===== src/rtl/instr_loader_pkg.sv =====
// Shared types and frame sizing for the instruction loader.
// INSTR_LOADER_PARITY_EN adds one trailing even-parity bit to every serial frame.
package instr_loader_pkg;

  typedef enum logic [1:0] {
    IDLE,
    LOAD,
    RUN
  } state_e;

  localparam int unsigned INSTR_W_DEFAULT = 9;

`ifdef INSTR_LOADER_PARITY_EN
  localparam int unsigned PARITY_BITS = 1;
`else
  localparam int unsigned PARITY_BITS = 0;
`endif

  localparam int unsigned FRAME_W = INSTR_W_DEFAULT + PARITY_BITS;

  function automatic int unsigned frame_len(input int unsigned instr_w);
    return instr_w + PARITY_BITS;
  endfunction

endpackage


===== src/rtl/instr_loader_if.sv =====
// Pin-side serial input and cpu-side instruction bus of the loader.
// The loader is the master; the cpu/pin side is the slave.
interface instr_loader_if
  import instr_loader_pkg::*;
#(
  parameter int unsigned INSTR_W = INSTR_W_DEFAULT,
  parameter int unsigned DEPTH   = 8
);
  localparam int unsigned CNT_W = $clog2(DEPTH) + 1;

  logic               SER_IN;
  logic               SER_VALID;
  logic               START;
  logic               CLEAR;
  logic [INSTR_W-1:0] INSTRUCTION;
  logic               write_en;
  logic               BUSY;
  logic [CNT_W-1:0]   COUNT;
  logic               FULL;
  logic               ERR;

  modport master (
    input  SER_IN, SER_VALID, START, CLEAR,
    output INSTRUCTION, write_en, BUSY, COUNT, FULL, ERR
  );

  modport slave (
    output SER_IN, SER_VALID, START, CLEAR,
    input  INSTRUCTION, write_en, BUSY, COUNT, FULL, ERR
  );
endinterface


===== src/rtl/instr_deser.sv =====
// MSB-first serial-to-word deserialiser; word_done/word_bad pulse on the final frame bit.
// INSTR_LOADER_PARITY_EN: frame carries a trailing even-parity bit checked here.
module instr_deser
  import instr_loader_pkg::*;
#(
  parameter int unsigned INSTR_W = INSTR_W_DEFAULT
) (
  input  logic               clk,
  input  logic               rst_n,
  input  logic               ser_in,
  input  logic               ser_valid,
  input  logic               enable,
  output logic [INSTR_W-1:0] word,
  output logic               word_done,
  output logic               word_bad
);
  localparam int unsigned FW = frame_len(INSTR_W);
  localparam int unsigned BW = $clog2(FW + 1);
  localparam logic [BW-1:0] LAST_BIT = BW'(FW - 1);

  logic [FW-2:0] shift_q, shift_d;
  logic [BW-1:0] bit_cnt_q, bit_cnt_d;
  logic [FW-1:0] frame;

  // Word is presented combinationally so the buffer write lands on the capturing edge.
  always_comb begin
    frame     = {shift_q, ser_in};
    word_done = enable && ser_valid && (bit_cnt_q == LAST_BIT);
    shift_d   = shift_q;
    bit_cnt_d = bit_cnt_q;
    if (enable && ser_valid) begin
      shift_d   = frame[FW-2:0];
      bit_cnt_d = word_done ? '0 : bit_cnt_q + 1'b1;
    end
  end

`ifdef INSTR_LOADER_PARITY_EN
  assign word     = frame[FW-1:1];
  assign word_bad = word_done && (^frame);
`else
  assign word     = frame;
  assign word_bad = 1'b0;
`endif

  always_ff @(posedge clk) begin
    if (!rst_n) begin
      shift_q   <= '0;
      bit_cnt_q <= '0;
    end else begin
      shift_q   <= shift_d;
      bit_cnt_q <= bit_cnt_d;
    end
  end

endmodule


===== src/rtl/instr_loader.sv =====
// Buffers serially loaded program words and replays them to the cpu on START.
// Optional INSTR_LOADER_PARITY_EN enables per-frame even parity (see instr_deser).
module instr_loader
  import instr_loader_pkg::*;
#(
  parameter int unsigned INSTR_W     = INSTR_W_DEFAULT,
  parameter int unsigned DEPTH       = 8,
  parameter int unsigned STEP_CYCLES = 1
) (
  input  logic           CLK,
  input  logic           RESET,
  instr_loader_if.master bus
);
  localparam int unsigned PTR_W  = $clog2(DEPTH);
  localparam int unsigned CNT_W  = PTR_W + 1;
  localparam int unsigned STEP_W = (STEP_CYCLES > 1) ? $clog2(STEP_CYCLES) : 1;
  localparam logic [STEP_W-1:0] STEP_LAST = STEP_W'(STEP_CYCLES - 1);
  localparam logic [CNT_W-1:0]  CNT_FULL  = CNT_W'(DEPTH);

  state_e             state_q, state_d;
  logic [INSTR_W-1:0] mem_q [DEPTH];
  logic [PTR_W-1:0]   wr_ptr_q, wr_ptr_d;
  logic [CNT_W-1:0]   rd_cnt_q, rd_cnt_d;
  logic [CNT_W-1:0]   count_q, count_d;
  logic [STEP_W-1:0]  step_q, step_d;
  logic [INSTR_W-1:0] instr_q, instr_d;
  logic               we_q, we_d;
  logic               busy_q, busy_d;
  logic               full_q, full_d;
  logic               err_q, err_d;
  logic               mem_we;
  logic [INSTR_W-1:0] word;
  logic               word_done, word_bad;

  instr_deser #(.INSTR_W(INSTR_W)) u_deser (
    .clk       (CLK),
    .rst_n     (RESET),
    .ser_in    (bus.SER_IN),
    .ser_valid (bus.SER_VALID),
    .enable    (state_q != RUN),
    .word      (word),
    .word_done (word_done),
    .word_bad  (word_bad)
  );

  always_comb begin
    state_d  = state_q;
    wr_ptr_d = wr_ptr_q;
    rd_cnt_d = rd_cnt_q;
    count_d  = count_q;
    step_d   = step_q;
    instr_d  = instr_q;
    busy_d   = busy_q;
    err_d    = err_q;
    we_d     = 1'b0;
    mem_we   = 1'b0;
    unique case (state_q)
      IDLE: begin
        if (bus.SER_VALID) begin
          state_d = LOAD;
        end else if (bus.START && (count_q != '0)) begin
          // The START edge itself issues word 0; rd_cnt then tracks words issued.
          state_d  = RUN;
          busy_d   = 1'b1;
          instr_d  = mem_q[0];
          we_d     = 1'b1;
          rd_cnt_d = CNT_W'(1);
          step_d   = '0;
        end else if (bus.CLEAR) begin
          count_d  = '0;
          err_d    = 1'b0;
          wr_ptr_d = '0;
        end
      end
      LOAD: begin
        if (word_done) begin
          state_d = IDLE;
          if (word_bad || full_q) begin
            err_d = 1'b1;
          end else begin
            mem_we   = 1'b1;
            wr_ptr_d = wr_ptr_q + 1'b1;
            count_d  = count_q + 1'b1;
          end
        end
      end
      RUN: begin
        if (rd_cnt_q == count_q) begin
          state_d = IDLE;
          busy_d  = 1'b0;
        end else if (step_q == STEP_LAST) begin
          instr_d  = mem_q[rd_cnt_q[PTR_W-1:0]];
          we_d     = 1'b1;
          rd_cnt_d = rd_cnt_q + 1'b1;
          step_d   = '0;
        end else begin
          step_d = step_q + 1'b1;
        end
      end
      default: state_d = IDLE;
    endcase
    full_d = (count_d == CNT_FULL);
  end

  always_ff @(posedge CLK) begin
    if (!RESET) begin
      state_q  <= IDLE;
      wr_ptr_q <= '0;
      rd_cnt_q <= '0;
      count_q  <= '0;
      step_q   <= '0;
      instr_q  <= '0;
      we_q     <= 1'b0;
      busy_q   <= 1'b0;
      full_q   <= 1'b0;
      err_q    <= 1'b0;
    end else begin
      state_q  <= state_d;
      wr_ptr_q <= wr_ptr_d;
      rd_cnt_q <= rd_cnt_d;
      count_q  <= count_d;
      step_q   <= step_d;
      instr_q  <= instr_d;
      we_q     <= we_d;
      busy_q   <= busy_d;
      full_q   <= full_d;
      err_q    <= err_d;
    end
  end

  always_ff @(posedge CLK) begin
    if (RESET && mem_we) begin
      mem_q[wr_ptr_q] <= word;
    end
  end

  assign bus.INSTRUCTION = instr_q;
  assign bus.write_en    = we_q;
  assign bus.BUSY        = busy_q;
  assign bus.COUNT       = count_q;
  assign bus.FULL        = full_q;
  assign bus.ERR         = err_q;

endmodule


===== src/flat_wrapper.sv =====
// flat-port wrapper written by rule: the top's interface ports become plain ports
module instr_loader_flat import instr_loader_pkg::*;
#(
  parameter int unsigned INSTR_W     = INSTR_W_DEFAULT,
  parameter int unsigned DEPTH       = 8,
  parameter int unsigned STEP_CYCLES = 1
)
  (CLK, RESET, bus_SER_IN, bus_SER_VALID, bus_START, bus_CLEAR, bus_INSTRUCTION, bus_write_en, bus_BUSY, bus_COUNT, bus_FULL, bus_ERR);
  instr_loader_if #(.INSTR_W(INSTR_W), .DEPTH(DEPTH)) bus_i ();
  input  logic CLK;
  input  logic RESET;
  input wire logic [$bits(bus_i.SER_IN)-1:0] bus_SER_IN;
  input wire logic [$bits(bus_i.SER_VALID)-1:0] bus_SER_VALID;
  input wire logic [$bits(bus_i.START)-1:0] bus_START;
  input wire logic [$bits(bus_i.CLEAR)-1:0] bus_CLEAR;
  output wire logic [$bits(bus_i.INSTRUCTION)-1:0] bus_INSTRUCTION;
  output wire logic [$bits(bus_i.write_en)-1:0] bus_write_en;
  output wire logic [$bits(bus_i.BUSY)-1:0] bus_BUSY;
  output wire logic [$bits(bus_i.COUNT)-1:0] bus_COUNT;
  output wire logic [$bits(bus_i.FULL)-1:0] bus_FULL;
  output wire logic [$bits(bus_i.ERR)-1:0] bus_ERR;
  assign bus_i.SER_IN = bus_SER_IN;
  assign bus_i.SER_VALID = bus_SER_VALID;
  assign bus_i.START = bus_START;
  assign bus_i.CLEAR = bus_CLEAR;
  assign bus_INSTRUCTION = bus_i.INSTRUCTION;
  assign bus_write_en = bus_i.write_en;
  assign bus_BUSY = bus_i.BUSY;
  assign bus_COUNT = bus_i.COUNT;
  assign bus_FULL = bus_i.FULL;
  assign bus_ERR = bus_i.ERR;
  instr_loader #(.INSTR_W(INSTR_W), .DEPTH(DEPTH), .STEP_CYCLES(STEP_CYCLES)) u_core (.CLK(CLK), .RESET(RESET), .bus(bus_i));
endmodule

===== config.mk =====
export PLATFORM = sky130hd
export DESIGN_NAME = instr_loader_flat
export DESIGN_NICKNAME = d
export VERILOG_FILES = /design/src/rtl/instr_loader_pkg.sv /design/src/rtl/instr_loader_if.sv /design/src/rtl/instr_deser.sv /design/src/rtl/instr_loader.sv /design/src/flat_wrapper.sv
export SDC_FILE = /design/constraint.sdc
export NUM_CORES = 1
export LEC_CHECK = 0
export CAP_MARGIN = 10
export CELL_PAD_IN_SITES_DETAIL_PLACEMENT = 1
export CELL_PAD_IN_SITES_GLOBAL_PLACEMENT = 2
export CORE_MARGIN = 2
export CORE_UTILIZATION = 42
export DETAILED_ROUTE_END_ITERATION = 6
export PLACE_DENSITY = 0.76
export SYNTH_ARGS = -nofsm -noshare
export SYNTH_HDL_FRONTEND = slang
export SYNTH_SLANG_ARGS = --single-unit
export TNS_END_PERCENT = 30

===== constraint.sdc =====
create_clock -name CLK -period 4.19 [get_ports CLK]
set_clock_uncertainty 0.2 [all_clocks]
set_input_delay 1.257 -clock CLK [delete_from_list [all_inputs] [get_ports CLK]]
set_output_delay 1.257 -clock CLK [all_outputs]
set_load 0.03 [all_outputs]

# Word level (Yosys, flattened, before mapping)
# Memory sizes are Yosys's and may differ from the RTL's. A register that Yosys moved wholly into a read port is not among the register bits.
# Cells that the tools add are included.
# totals
mem_bits_rw	72
wordCells	104
regBits	39
latch_bits	0
out_inout_bits	17
n_memories	1
rom_bits	0
# classes
add_sub_neg	5
mux	55
bitwise	0
n_eq_ne	17
div	0
mul	0
reduce_logical	14
n_shift	0
order_cmp	0
# memory_table
memory	depth	width	rd	rd_ports_with_merged_regs	wr	line	rtl
u_core.mem_q	8	9	2	1	1	instr_loader.sv:21	logic [INSTR_W-1:0] mem_q [DEPTH];
# op_table
op	count
two-way mux 4 bit	10
two-way mux 9 bit	4
two-way mux 1 bit	21
two-way mux 3 bit	7
one-hot mux 9 bit (2 select lines)	1
!= test 2 bit (second input constant)	8
one-hot mux 4 bit (2 select lines)	2
adder 4 x 1 -> 4 bit (second input constant)	3
AND reduction 6 bit	2
equality test 4 bit (second input constant)	2
two-way mux 2 bit	4
one-hot mux 1 bit (2 select lines)	4
AND reduction 4 bit	2
!= test 2 x 1 -> 1 bit (second input constant)	3
one-hot mux 2 bit (3 select lines)	1
one-hot mux 3 bit (2 select lines)	1
AND reduction 5 bit	1
equality test 4 bit	1
logical AND 1 bit	4
nonzero test 2 bit	2
nonzero test 4 bit	1
adder 3 x 1 -> 3 bit (second input constant)	1
!= test 3 x 2 -> 1 bit (second input constant)	1
AND reduction 3 bit	1
4 further kinds	4

# Logic depth before layout (Yosys ltp)
# depth
ltp_word	8
depth_mapped	7
ltp_nobuf	6

# By module
# Synthesis repeated with hierarchy kept, for this count alone.
# hier_totals
cells_unflattened	338
area_unflattened_um2	4717.0
# modules_own_cells
mod	seq_area_each_um2	n_inst	cells_each	area_per_inst_um2
instr_loader	2742.6	1	271	4205.3
instr_deser	240.2	1	67	511.7

# Worst setup path after synthesis
# OpenSTA, ideal clock, no wires.
# synth_path
path_kind	input to register
startpoint	input bus_SER_VALID
endpoint	memory u_core.mem_q[0][0] (netlist bit), enable pin
t_required_ns	3.591
arrival_time_ns	2.851
cell_stages	4
path_slack_ns	0.740
path_cell_list	nand3b_2 or3_1 clkbuf_1 nor4_1
# synth_between
elab_chain_cells	7
# synth_rtl
item	line	rtl
start, declared	flat_wrapper.sv:13	input wire logic [$bits(bus_i.SER_VALID)-1:0] bus_SER_VALID;
logical AND 1 bit (2 in a row)	instr_deser.sv:28	word_done = enable && ser_valid && (bit_cnt_q == LAST_BIT);
two-way mux 1 bit	instr_loader.sv:76	if (word_done) begin
two-way mux 1 bit	instr_loader.sv:57	unique case (state_q)
logical AND 1 bit	instr_loader.sv:132	if (RESET && mem_we) begin
two-way mux 1 bit	instr_loader.sv:132	
two-way mux 1 bit (not written as such)	instr_loader.sv:133	mem_q[wr_ptr_q] <= word;
end, declared	instr_loader.sv:21	
# Every way passes these cells.

# Worst setup path in the final report
# layout_path
startpoint	register u_core.count_q[1], in the netlist u_core.bus.COUNT[1]
endpoint	output bus_COUNT[1]
# layout_rtl
item	line	rtl
start, declared	instr_loader.sv:24	logic [CNT_W-1:0] count_q, count_d;
start signal, assigned	instr_loader.sv:121	count_q <= count_d;
end, declared	flat_wrapper.sv:19	output wire logic [$bits(bus_i.COUNT)-1:0] bus_COUNT;
# No word-level cell between the ends.

==> metrics <==
post-CTS setup buffers=0; Routed WL per cell=21.0 um; hold_sp=u_core.bus.INSTRUCTION[0]; Clock transition at path regs=0.06 ns; worst path bufs/invs=1; number of flops mapped to enable cells by yosys=between 70 and 80; total of max-cap violations=0; num rows=38; first-pass GRT wire length=about 18 mm; crit path from=u_core.bus.COUNT[1]; ant diodes=0; CP Max Fanout=7; drt pass-1 iters=5; fraction of registers with async set/reset=0%; initial antenna violation count=0; actual slew at the worst max-slew pin=about 0.6 ns; Post-CTS Hold Fix Bufs=0; DR iter-0 viols=about 230; critical path class=flop to primary output; die height=109 um; Clock Root Buffer=clkbuf_8; Num CTS Buffers=17; average cell area after synthesis=12.9 um2; CP startpoint kind=flop; post-synth top area cell=edfxtp_1; clock buffer depth=2; worst setup margin=around 1.0 ns; post-route clock period utilization=approximately 76%; fmax=between 300 and 400 MHz; post-synth top area share=47.0%; worst flop-to-flop path startpoint=u_core.u_deser.bit_cnt_q[0]; pin count of the biggest net entering global routing=23; RSZ-0062 raised after global routing=no; Initial Utilization=between 40% and 50%; synthesized area=around 4600 um2; Routed Wire Length=11.5 mm; IR drop worst, VDD=between 0.2 and 0.3 mV; All-Layer GR Usage=around a fifth; DR vias=a little over 3000; Clock Latency Late Sink=~0.5 ns; IO Count=23; clock net sink count=approximately 110; Setup TNS Final=0 ns; P&R area growth vs syn=22.0%; Yosys cell types=39; die width=about 110 um; Fillers=roughly 1100; layout cells sized above 1=between 10% and 20%; Critical Path Max Stage Delay=~0.74 ns; Synth top cells by count=edfxtp_1, dfxtp_1, nand2_1, a21oi_1, mux2i_1; DRC Markers=0; Power Density=467 nW/um2; Crit. End Element=primary output; final worst path period need=around 3.2 ns; final hold violation count=0; Routability Congestion=between 0.8 and 0.9; Slew Viols, Final=0; Slowest cell on crit path=clkdlybuf4s50_1; #FFs+latches synth=around 110; Vias/cell=around 5.6; Resized Gates After CTS=0; Setup-failing EPs final=0; worst slack at placement=0.569 ns; via count of the first global-routing pass=roughly 3300; die area=11800 um2; H-tree depth=4; sequential-to-total area share from yosys stat=between 60% and 70%; cell count after synthesis=356; Worst slew margin=60.3%; CP cell instances=clkdlybuf4s50_1; synth warn=0; total grt overflow=0; Final ANT Viol Nets=0; Core ar.=about 11000 um2; commonest register cell after synthesis=edfxtp_1; CP arrival=~1.7 ns; leak pwr=a little under 2 nW; Req. time, crit path=2.73 ns; CTS tree=yes; Worst path top cell family by delay=buffers and inverters; placed wire-length estimate=around 7.7 mm; port buffer count=22; top-count cell post-synth=edfxtp_1; status=finished, final reports clean; post-synth net total=around 370; # nets final=~410; Worst Hold Class=flop to flop; synth top area cells=edfxtp_1, dfxtp_1, mux2i_1
[kinds of logic (layout without fill, tap and decap cells)]
kind of cell | after synthesis | in the layout | synth area share, %
mux | 35 | 35 | 9.28
compound gates | 67 | 67 | 9.69
simple gates | 100 | 100 | 10.8
flops | 113 | 113 | 64.9
xor+xnor | 5 | 5 | 0.952
buf+inv | 30 | 81 | 2.80
fa+ha+maj | 6 | 6 | 1.63
[power breakdown]
group,switching [mW],internal (mW)
sequential,0.00703,1.18
combinational,0.0231,0.0116
clock,0.498,0.901
total,0.528,2.09
[area by class of cell]
| type | instances | area, um2 | area share, % |
|---|---|---|---|
| inverters | 13 | 48.8 | 0.870 |
| multi-input cells | 213 | 1500 | 26.7 |
| clock buffers | 18 | 418 | 7.45 |
| flip-flops and latches | 113 | 2980 | 53.2 |
| repair buffers | 36 | 325 | 5.80 |
| clock inverters | 14 | 163 | 2.90 |
| well taps | 140 | 175 | 3.12 |
[metal layers]
layer / vias up / part of all wire, % / global-route usage [%]
met4: 0 / 0.73 / 4.58
met3: 8 / 4.7 / 5.92
met5: - / 0 / 0
met2: 81 / 50 / 34.7
li1: 1414 / - / -
met1: 1557 / 45 / 28.8
[stage by stage]
| stage | utilization (%) | std cells | instance area, um2 | total power, mW | hold WS [ns] |
|---|---|---|---|---|---|
| finish | 52.2 | 547 | 5610 | 2.62 | 0.266 |
| global route | 52.2 | 547 | 5610 | 2.70 | 0.295 |
| CTS | 52.2 | 547 | 5610 | 2.64 | 0.271 |
| detailed placement | 46.8 | 515 | 5030 | 1.24 | 0.262 |
| global placement | 46.8 | 515 | 5030 | 1.24 | 0.255 |
| floorplan | - | 356 | 4600 | 1.22 | 0.266 |
[state kept, by name, summed over array words and instances, names as in the netlist, 2 cells and up, named ones only]
signal / flops
u_core.u_deser.bit_cnt_q: 4
u_core.rd_cnt_q: 4
u_core.u_deser.shift_q: 8
u_core.state_q: 2
u_core.mem_q: 72
u_core.bus.COUNT: 4
u_core.wr_ptr_q: 3
u_core.bus.INSTRUCTION: 9
[cells in the final DEF, fill, tap and decap left out, types with 13 or more instances in the layout]
cell and instances:
a21oi_1 29, a22oi_1 13, buf_4 14, clkbuf_16 16
clkdlybuf4s50_1 22, dfxtp_1 41, edfxtp_1 72, inv_1 13
mux2i_1 28, nand2_1 35, nand3_1 16, nor2_1 17
[path summary, 6_finish.rpt]
kind                          endpoint  slack, ns  depth (start not counted)
min          u_core.bus.INSTRUCTION[0]       0.27                          2
min reg2reg  u_core.bus.INSTRUCTION[0]       0.27                          2
max reg2reg            u_core.bus.FULL       1.76                          6
max                       bus_COUNT[1]        1.0                          1
No activity file was read; power rests on OpenSTA's default activity.
